--- src/rtl/ps2_pkg.sv ---
// ps2_pkg: shared PS/2 constants, receiver state and frame layout
package ps2_pkg;
  localparam logic [7:0] PS2_EXT = 8'hE0;
  localparam logic [7:0] PS2_BRK = 8'hF0;
  localparam int PS2_FRAME_BITS = 11;
  typedef enum logic [1:0] {IDLE, RECV, DONE} rx_state_t;
  typedef struct packed {
    logic       stop;
    logic       parity;
    logic [7:0] data;
    logic       start;
  } ps2_frame_t;
  function automatic logic is_prefix(input logic [7:0] b);
    return b == PS2_EXT || b == PS2_BRK;
  endfunction
endpackage

--- src/rtl/ps2_keyboard_rx_if.sv ---
// ps2_keyboard_rx_if: CPU-side scancode bus; master is the receiver, slave is the CPU decode
interface ps2_keyboard_rx_if #(parameter int FIFO_DEPTH = 8);
  logic [31:0]                 code_data;
  logic                        code_valid;
  logic                        code_rd;
  logic [$clog2(FIFO_DEPTH):0] fifo_count;
  logic [31:0]                 keyb_char;
  logic                        overflow;
  logic                        overflow_clr;
  logic                        frame_err;
  modport master(output code_data, code_valid, fifo_count, keyb_char, overflow, frame_err,
                 input code_rd, overflow_clr);
  modport slave(input code_data, code_valid, fifo_count, keyb_char, overflow, frame_err,
                output code_rd, overflow_clr);
endinterface

--- src/rtl/ps2_keyboard_rx_fifo.sv ---
// ps2_code_fifo: synchronous show-ahead FIFO; head reads as zero when empty
module ps2_code_fifo #(
  parameter int DEPTH = 8,
  parameter int WIDTH = 32
) (
  input  logic                     clk,
  input  logic                     reset,
  input  logic                     push,
  input  logic                     pop,
  input  logic [WIDTH-1:0]         din,
  output logic [WIDTH-1:0]         dout,
  output logic                     full,
  output logic                     empty,
  output logic [$clog2(DEPTH):0]   count
);
  localparam int AW = $clog2(DEPTH);
  localparam int CW = AW + 1;
  logic [WIDTH-1:0] mem [DEPTH];
  logic [AW-1:0] wp, rp;
  logic do_push, do_pop;
  assign empty   = count == '0;
  assign full    = count == CW'(DEPTH);
  assign do_pop  = pop & ~empty;
  assign do_push = push & (~full | do_pop);
  assign dout    = empty ? '0 : mem[rp];
  // pointers wrap naturally since DEPTH is a power of two
  always_ff @(posedge clk or posedge reset)
    if (reset) begin
      wp    <= '0;
      rp    <= '0;
      count <= '0;
    end else begin
      wp    <= wp + AW'(do_push);
      rp    <= rp + AW'(do_pop);
      count <= count + CW'(do_push) - CW'(do_pop);
    end
  // storage array, written only on an accepted push
  always_ff @(posedge clk)
    if (do_push) mem[wp] <= din;
endmodule

--- src/rtl/ps2_keyboard_rx.sv ---
// ps2_keyboard_rx: PS/2 receiver with E0/F0 assembly and code FIFO; PS2_FRAME_CHECK_EN enables start/stop/parity checking
module ps2_keyboard_rx import ps2_pkg::*; #(
  parameter int FIFO_DEPTH   = 8,
  parameter int TIMEOUT_BITS = 20,
  parameter int SYNC_STAGES  = 2
) (
  input  logic              clk,
  input  logic              reset,
  input  logic              ps2_clk,
  input  logic              ps2_data,
  ps2_keyboard_rx_if.master bus
);
  logic [SYNC_STAGES-1:0] cs, ds;
  logic c_prev, fall, timeout;
  rx_state_t state;
  logic [3:0] cnt;
  logic [TIMEOUT_BITS-1:0] tmo;
  ps2_frame_t sr;
  logic [23:0] acc;
  logic [31:0] nacc, keyb;
  logic ok, push, full, empty, drop, ovf;
  assign fall    = c_prev & ~cs[SYNC_STAGES-1];
  assign timeout = state == RECV && tmo[TIMEOUT_BITS-1];
  // pin synchronisers plus the edge register for falling-edge detection
  always_ff @(posedge clk or posedge reset)
    if (reset) begin
      cs     <= '1;
      ds     <= '1;
      c_prev <= 1'b1;
    end else begin
      cs     <= {cs[SYNC_STAGES-2:0], ps2_clk};
      ds     <= {ds[SYNC_STAGES-2:0], ps2_data};
      c_prev <= cs[SYNC_STAGES-1];
    end
  // receiver FSM: LSB-first shift, bit count and inactivity abort
  always_ff @(posedge clk or posedge reset)
    if (reset) begin
      state <= IDLE;
      cnt   <= '0;
      tmo   <= '0;
      sr    <= '0;
    end else begin
      tmo <= state == RECV ? tmo + 1'b1 : '0;
      if (fall && state != DONE)
        sr <= ps2_frame_t'(PS2_FRAME_BITS'({ds[SYNC_STAGES-1], sr} >> 1));
      case (state)
        IDLE: if (fall) begin
          state <= RECV;
          cnt   <= 4'd1;
        end
        RECV: if (timeout) begin
          state <= IDLE;
          cnt   <= '0;
        end else if (fall) begin
          cnt <= cnt + 4'd1;
          if (cnt == 4'(PS2_FRAME_BITS - 1)) state <= DONE;
        end
        default: begin
          state <= IDLE;
          cnt   <= '0;
        end
      endcase
    end
`ifdef PS2_FRAME_CHECK_EN
  logic ferr;
  assign ok = ~sr.start & sr.stop & (^{sr.data, sr.parity});
  assign bus.frame_err = ferr;
  // one-cycle pulse for each rejected frame
  always_ff @(posedge clk or posedge reset)
    if (reset) ferr <= 1'b0;
    else ferr <= state == DONE && !ok;
`else
  assign ok = 1'b1;
  assign bus.frame_err = 1'b0;
`endif
  assign nacc = is_prefix(acc[7:0]) ? {acc, sr.data} : {24'b0, sr.data};
  assign push = state == DONE && ok && !is_prefix(sr.data);
  assign drop = push && full && !bus.code_rd;
  // prefix accumulator, sticky last code and sticky overflow
  always_ff @(posedge clk or posedge reset)
    if (reset) begin
      acc  <= '0;
      keyb <= '0;
      ovf  <= 1'b0;
    end else begin
      if (timeout) acc <= '0;
      else if (state == DONE && ok) acc <= is_prefix(sr.data) ? nacc[23:0] : '0;
      if (push) keyb <= nacc;
      ovf <= bus.overflow_clr ? 1'b0 : ovf | drop;
    end
  assign bus.keyb_char  = keyb;
  assign bus.overflow   = ovf;
  assign bus.code_valid = ~empty;
  ps2_code_fifo #(.DEPTH(FIFO_DEPTH), .WIDTH(32)) u_fifo (
    .clk   (clk),
    .reset (reset),
    .push  (push),
    .pop   (bus.code_rd),
    .din   (nacc),
    .dout  (bus.code_data),
    .full  (full),
    .empty (empty),
    .count (bus.fifo_count)
  );
endmodule

--- src/flat_wrapper.sv ---
// flat-port wrapper written by rule: the top's interface ports become plain ports
module ps2_keyboard_rx_flat import ps2_pkg::*;
#(
  parameter int FIFO_DEPTH   = 8,
  parameter int TIMEOUT_BITS = 20,
  parameter int SYNC_STAGES  = 2
)
  (clk, reset, ps2_clk, ps2_data, bus_code_data, bus_code_valid, bus_fifo_count, bus_keyb_char, bus_overflow, bus_frame_err, bus_code_rd, bus_overflow_clr);
  ps2_keyboard_rx_if #(.FIFO_DEPTH(FIFO_DEPTH)) bus_i ();
  input  logic clk;
  input  logic reset;
  input  logic ps2_clk;
  input  logic ps2_data;
  output wire logic [$bits(bus_i.code_data)-1:0] bus_code_data;
  output wire logic [$bits(bus_i.code_valid)-1:0] bus_code_valid;
  output wire logic [$bits(bus_i.fifo_count)-1:0] bus_fifo_count;
  output wire logic [$bits(bus_i.keyb_char)-1:0] bus_keyb_char;
  output wire logic [$bits(bus_i.overflow)-1:0] bus_overflow;
  output wire logic [$bits(bus_i.frame_err)-1:0] bus_frame_err;
  input wire logic [$bits(bus_i.code_rd)-1:0] bus_code_rd;
  input wire logic [$bits(bus_i.overflow_clr)-1:0] bus_overflow_clr;
  assign bus_code_data = bus_i.code_data;
  assign bus_code_valid = bus_i.code_valid;
  assign bus_fifo_count = bus_i.fifo_count;
  assign bus_keyb_char = bus_i.keyb_char;
  assign bus_overflow = bus_i.overflow;
  assign bus_frame_err = bus_i.frame_err;
  assign bus_i.code_rd = bus_code_rd;
  assign bus_i.overflow_clr = bus_overflow_clr;
  ps2_keyboard_rx #(.FIFO_DEPTH(FIFO_DEPTH), .TIMEOUT_BITS(TIMEOUT_BITS), .SYNC_STAGES(SYNC_STAGES)) u_core (.clk(clk), .reset(reset), .ps2_clk(ps2_clk), .ps2_data(ps2_data), .bus(bus_i));
endmodule
--- config.mk ---
export PLATFORM = sky130hd
export DESIGN_NAME = ps2_keyboard_rx_flat
export DESIGN_NICKNAME = d
export VERILOG_FILES = /design/src/rtl/ps2_pkg.sv /design/src/rtl/ps2_keyboard_rx_if.sv /design/src/rtl/ps2_keyboard_rx_fifo.sv /design/src/rtl/ps2_keyboard_rx.sv /design/src/flat_wrapper.sv
export SDC_FILE = /design/constraint.sdc
export NUM_CORES = 1
export LEC_CHECK = 0
export BUFFER_PORTS_ARGS = -buffer_cell sky130_fd_sc_hd__buf_2
export CAP_MARGIN = 20
export CORE_ASPECT_RATIO = 1.75
export CORE_MARGIN = 5
export CORE_UTILIZATION = 45
export DETAILED_ROUTE_END_ITERATION = 10
export GPL_ROUTABILITY_DRIVEN = 1
export GPL_TIMING_DRIVEN = 0
export HOLD_SLACK_MARGIN = 0.12
export PLACE_DENSITY_LB_ADDON = 0.08
export RECOVER_POWER = 100
export SLEW_MARGIN = 20
export SYNTH_ARGS = -nofsm -noshare
export SYNTH_HDL_FRONTEND = slang
export SYNTH_SLANG_ARGS = --single-unit
--- constraint.sdc ---
create_clock -name clk -period 4.7 [get_ports clk]
set_clock_uncertainty 0.2 [all_clocks]
set_input_delay 0.235 -clock clk [delete_from_list [all_inputs] [get_ports clk]]
set_output_delay 0.235 -clock clk [all_outputs]
set_load 0.05 [all_outputs]
==> impl_metrics.yaml <==
layout:
  diodes: 0
  area.growth.synth_to_final_pct: 15.80
  mostFrequentLayoutCell: "edfxtp_1"
  fin_nets: 977
  layout_common_cells: "256 x edfxtp_1, 118 x clkbuf_1, 103 x dfrtp_1"
  postLayoutCellArea_um2: 16510
  drive_gt1_frac: 0.1792
  final-instance-count-excl-fill: 1378
cts:
  clkLatencyLatePin_ns: 0.52
  cts-resized-gates: 0
  tritoncts: "done"
  clock_path_buffers: 3
  cts.sinks: 364
  cts_root_buffer: "clkbuf_16"
  htreeDepth: 2
  cts_buffers: 34
  clk_pin_slew_ns: 0.06
  holdBufCountCts: 7
  post-cts-setup-buffer-count: 0
global_route:
  grt_max_degree: 74
  grt_pass1_vias: 8177
  gr-usage-all-layers: 0.1804
  grt_pass1_wl_um: 47800
  overflow: 0
  antenna_found_initial: 0
outcome:
  violations: "max-capacitance violations, max-slew violations"
  status: "complete, but fails checks"
logic_synthesis:
  syn_area_um2: 14260
  ys_seq_area_frac: 0.7291
  yosys_register_bits: 364
  synthCells: 790
  synth_largest_area_cell: "edfxtp_1"
  synth_ff_type: "edfxtp_1"
  yosys_warnings: 0
  yosysTopAreaCellShare: 0.5391
  synthArstFlopShare: 0.2967
  synth_cell_type_count: 50
  synthTopCellsByArea: "edfxtp_1 54%, dfrtp_1 18%, mux4_2 10%"
  synth-edff-count: 256
  synth_area_per_cell_um2: 18.05
placement:
  pre_cts_ws_ns: 1.137
  dp_hpwl_um: 20480
  port_buffers: 75
  dpl_cell_area_um2: 15610
  place.gp.congestion: 0.7728
  placed_cells: 1310
floorplanning:
  io_pins: 77
  die_y_um: 245.5
  die_w_um: 144.6
  rows: 86
  die_area_um2: 35490
  fp.coreArea_um2: 31420
  initial_core_util: 0.4538
drt:
  first_pass_iters: 5
  drc: 0
  first_iter_violations: 382
  wl_met2_um: 17240
  via_per_inst: 5.419
  maxUsedRoutingLayer: "met4"
  drtAntennaViolNets: 0
  drt_wl_total_um: 30810
  drt-met1-wl_um: 11920
  met3_length_um: 987
  num_vias: 7468
  wl_per_cell_um: 22.36
timing:
  rsz0062_at_grt: "no"
  relSlewSlack: -0.2846
  hold_slack_ns: 0.1567
  hold_violations: 0
  layout_setup_ws_ns: 0.7471
  slew_violations: 66
  finalCriticalPeriod_ns: 3.953
  tightest_slew_ns: 1.920
  setup_viol_count_final: 0
  fmax_ghz: 0.2530
  finalCritPeriodShare: 0.8410
critical_path:
  arrival_ns: 4.15
  crit_type: "register to register"
  worstPathRequired_ns: 4.89
  critPathMaxFanout: 10
  critPathCaptureType: "register"
  setup.worst_path.start_class: "register"
power_and_ir_drop:
  p_leak_nw: 5.983
  p_int_mw: 6.070
  p_per_area_nw_per_um2: 574.3
  total_power_mw: 9.482
  peakVddDrop_v: 0.0004096
  swShare: 0.3599
  p_switching_mw: 3.412
  power_frac_comb: 0.315
  p_clk_frac: 0.279
  p_seq_frac: 0.405
worst_hold_path:
  hp-class: "register to register"
run:
  max-cap-violations: 3
-- area by class of cell --
type	instances	area, um^2
fillers	2645	14910
flip-flops and latches	364	10400
multi-input cells	409	3787
clock buffers	51	975.9
repair buffers	99	579.3
well taps	396	495.5
plain buffers	37	147.6
clock inverters	10	83.83
inverters	12	46.29
-- power by group through the flow --
| stage | sequential [mW] | clock (mW) | combinational (mW) |
|---|---|---|---|
| after detailed placement | 3.91 | 0 | 3.11 |
| after global placement | 3.89 | 0 | 3.06 |
| after floorplan | 3.94 | 0 | 2.26 |
| after CTS | 3.85 | 2.72 | 3.13 |
| after global routing | 3.87 | 2.85 | 3.21 |
| final | 3.84 | 2.65 | 2.99 |
-- critical path, cell delays in order (launching register included) --
cell	delay, ns
dfrtp_1	0.38
inv_1	0.11
ha_1	0.18
nor3b_1	1.00
clkbuf_1	0.64
nor2_1	0.17
ha_1	0.33
inv_1	0.04
ha_1	0.21
fa_1	0.40
xor2_1	0.17
-- through the flow --
| step | utilization | TNS, ns |
|---|---|---|
| floorplan | - | 0 |
| global placement | 0.4853 | -160.77 |
| detailed placement | 0.4967 | 0 |
| CTS | 0.5327 | 0 |
| global route | 0.5255 | 0 |
| finish | 0.5255 | 0 |
-- Yosys cell counts, types with 8 or more instances --
library cell	number
dfrtp_1	103
a21oi_1	11
mux4_2	64
nor2_1	57
xnor2_1	9
buf_2	9
nand3_1	9
a22o_1	13
nand2_1	25
clkbuf_1	23
edfxtp_1	256
and2_1	31
inv_1	12
mux2_2	32
mux2i_1	32
ha_1	13
nor4_1	8
-- per-layer routing --
layer | GRT usage | up-vias
met5 | 0 | -
met3 | 0.02685 | 44
li1 | - | 3350
met1 | 0.2133 | 3952
met2 | 0.3320 | 122
met4 | 0.05821 | 0
-- final timing paths --
| path | start | endpoint | slack, ns | cells after the start |
|---|---|---|---|---|
| setup / recovery | u_core.u_fifo.count[2] | u_core.u_fifo.count[2] | 0.75 | 10 |
| hold / removal | u_core.ds[0] | u_core.ds[1] | 0.16 | 0 |
| setup reg to reg | u_core.u_fifo.count[2] | u_core.u_fifo.count[2] | 0.75 | 10 |
| hold reg to reg | u_core.ds[0] | u_core.ds[1] | 0.16 | 0 |
| max in group asynchronous | reset | u_core.ds[0] | 2.18 | 5 |
| min in group asynchronous | reset | u_core.acc[8] | 1.08 | 4 |
-- cells by family (layout without fill, tap and decap cells) --
kind of cell / Yosys count / in the layout / synth area share
flops: 364 / 364 / 0.7291
simple gates: 173 / 173 / 0.06239
mux: 128 / 128 / 0.1488
buf+inv: 49 / 209 / 0.01448
compound gates: 45 / 45 / 0.02229
xor+xnor: 16 / 16 / 0.009828
fa+ha+maj: 14 / 14 / 0.01281
other cells: 1 / 33 / 0.0002630
-- state kept, by name (all words and copies together) (netlist names) --
name	count
u_core.bus.keyb_char	32
u_core.u_fifo.count	4
u_core.state	2
u_core.sr	10
u_core.bus.overflow	1
u_core.u_fifo.rp	3
u_core.c_prev	1
u_core.ds	2
u_core.acc	24
u_core.u_fifo.mem	256
u_core.cnt	4
u_core.u_fifo.wp	3
u_core.cs	2
u_core.tmo	20
No activity file was read; power rests on OpenSTA's default activity.
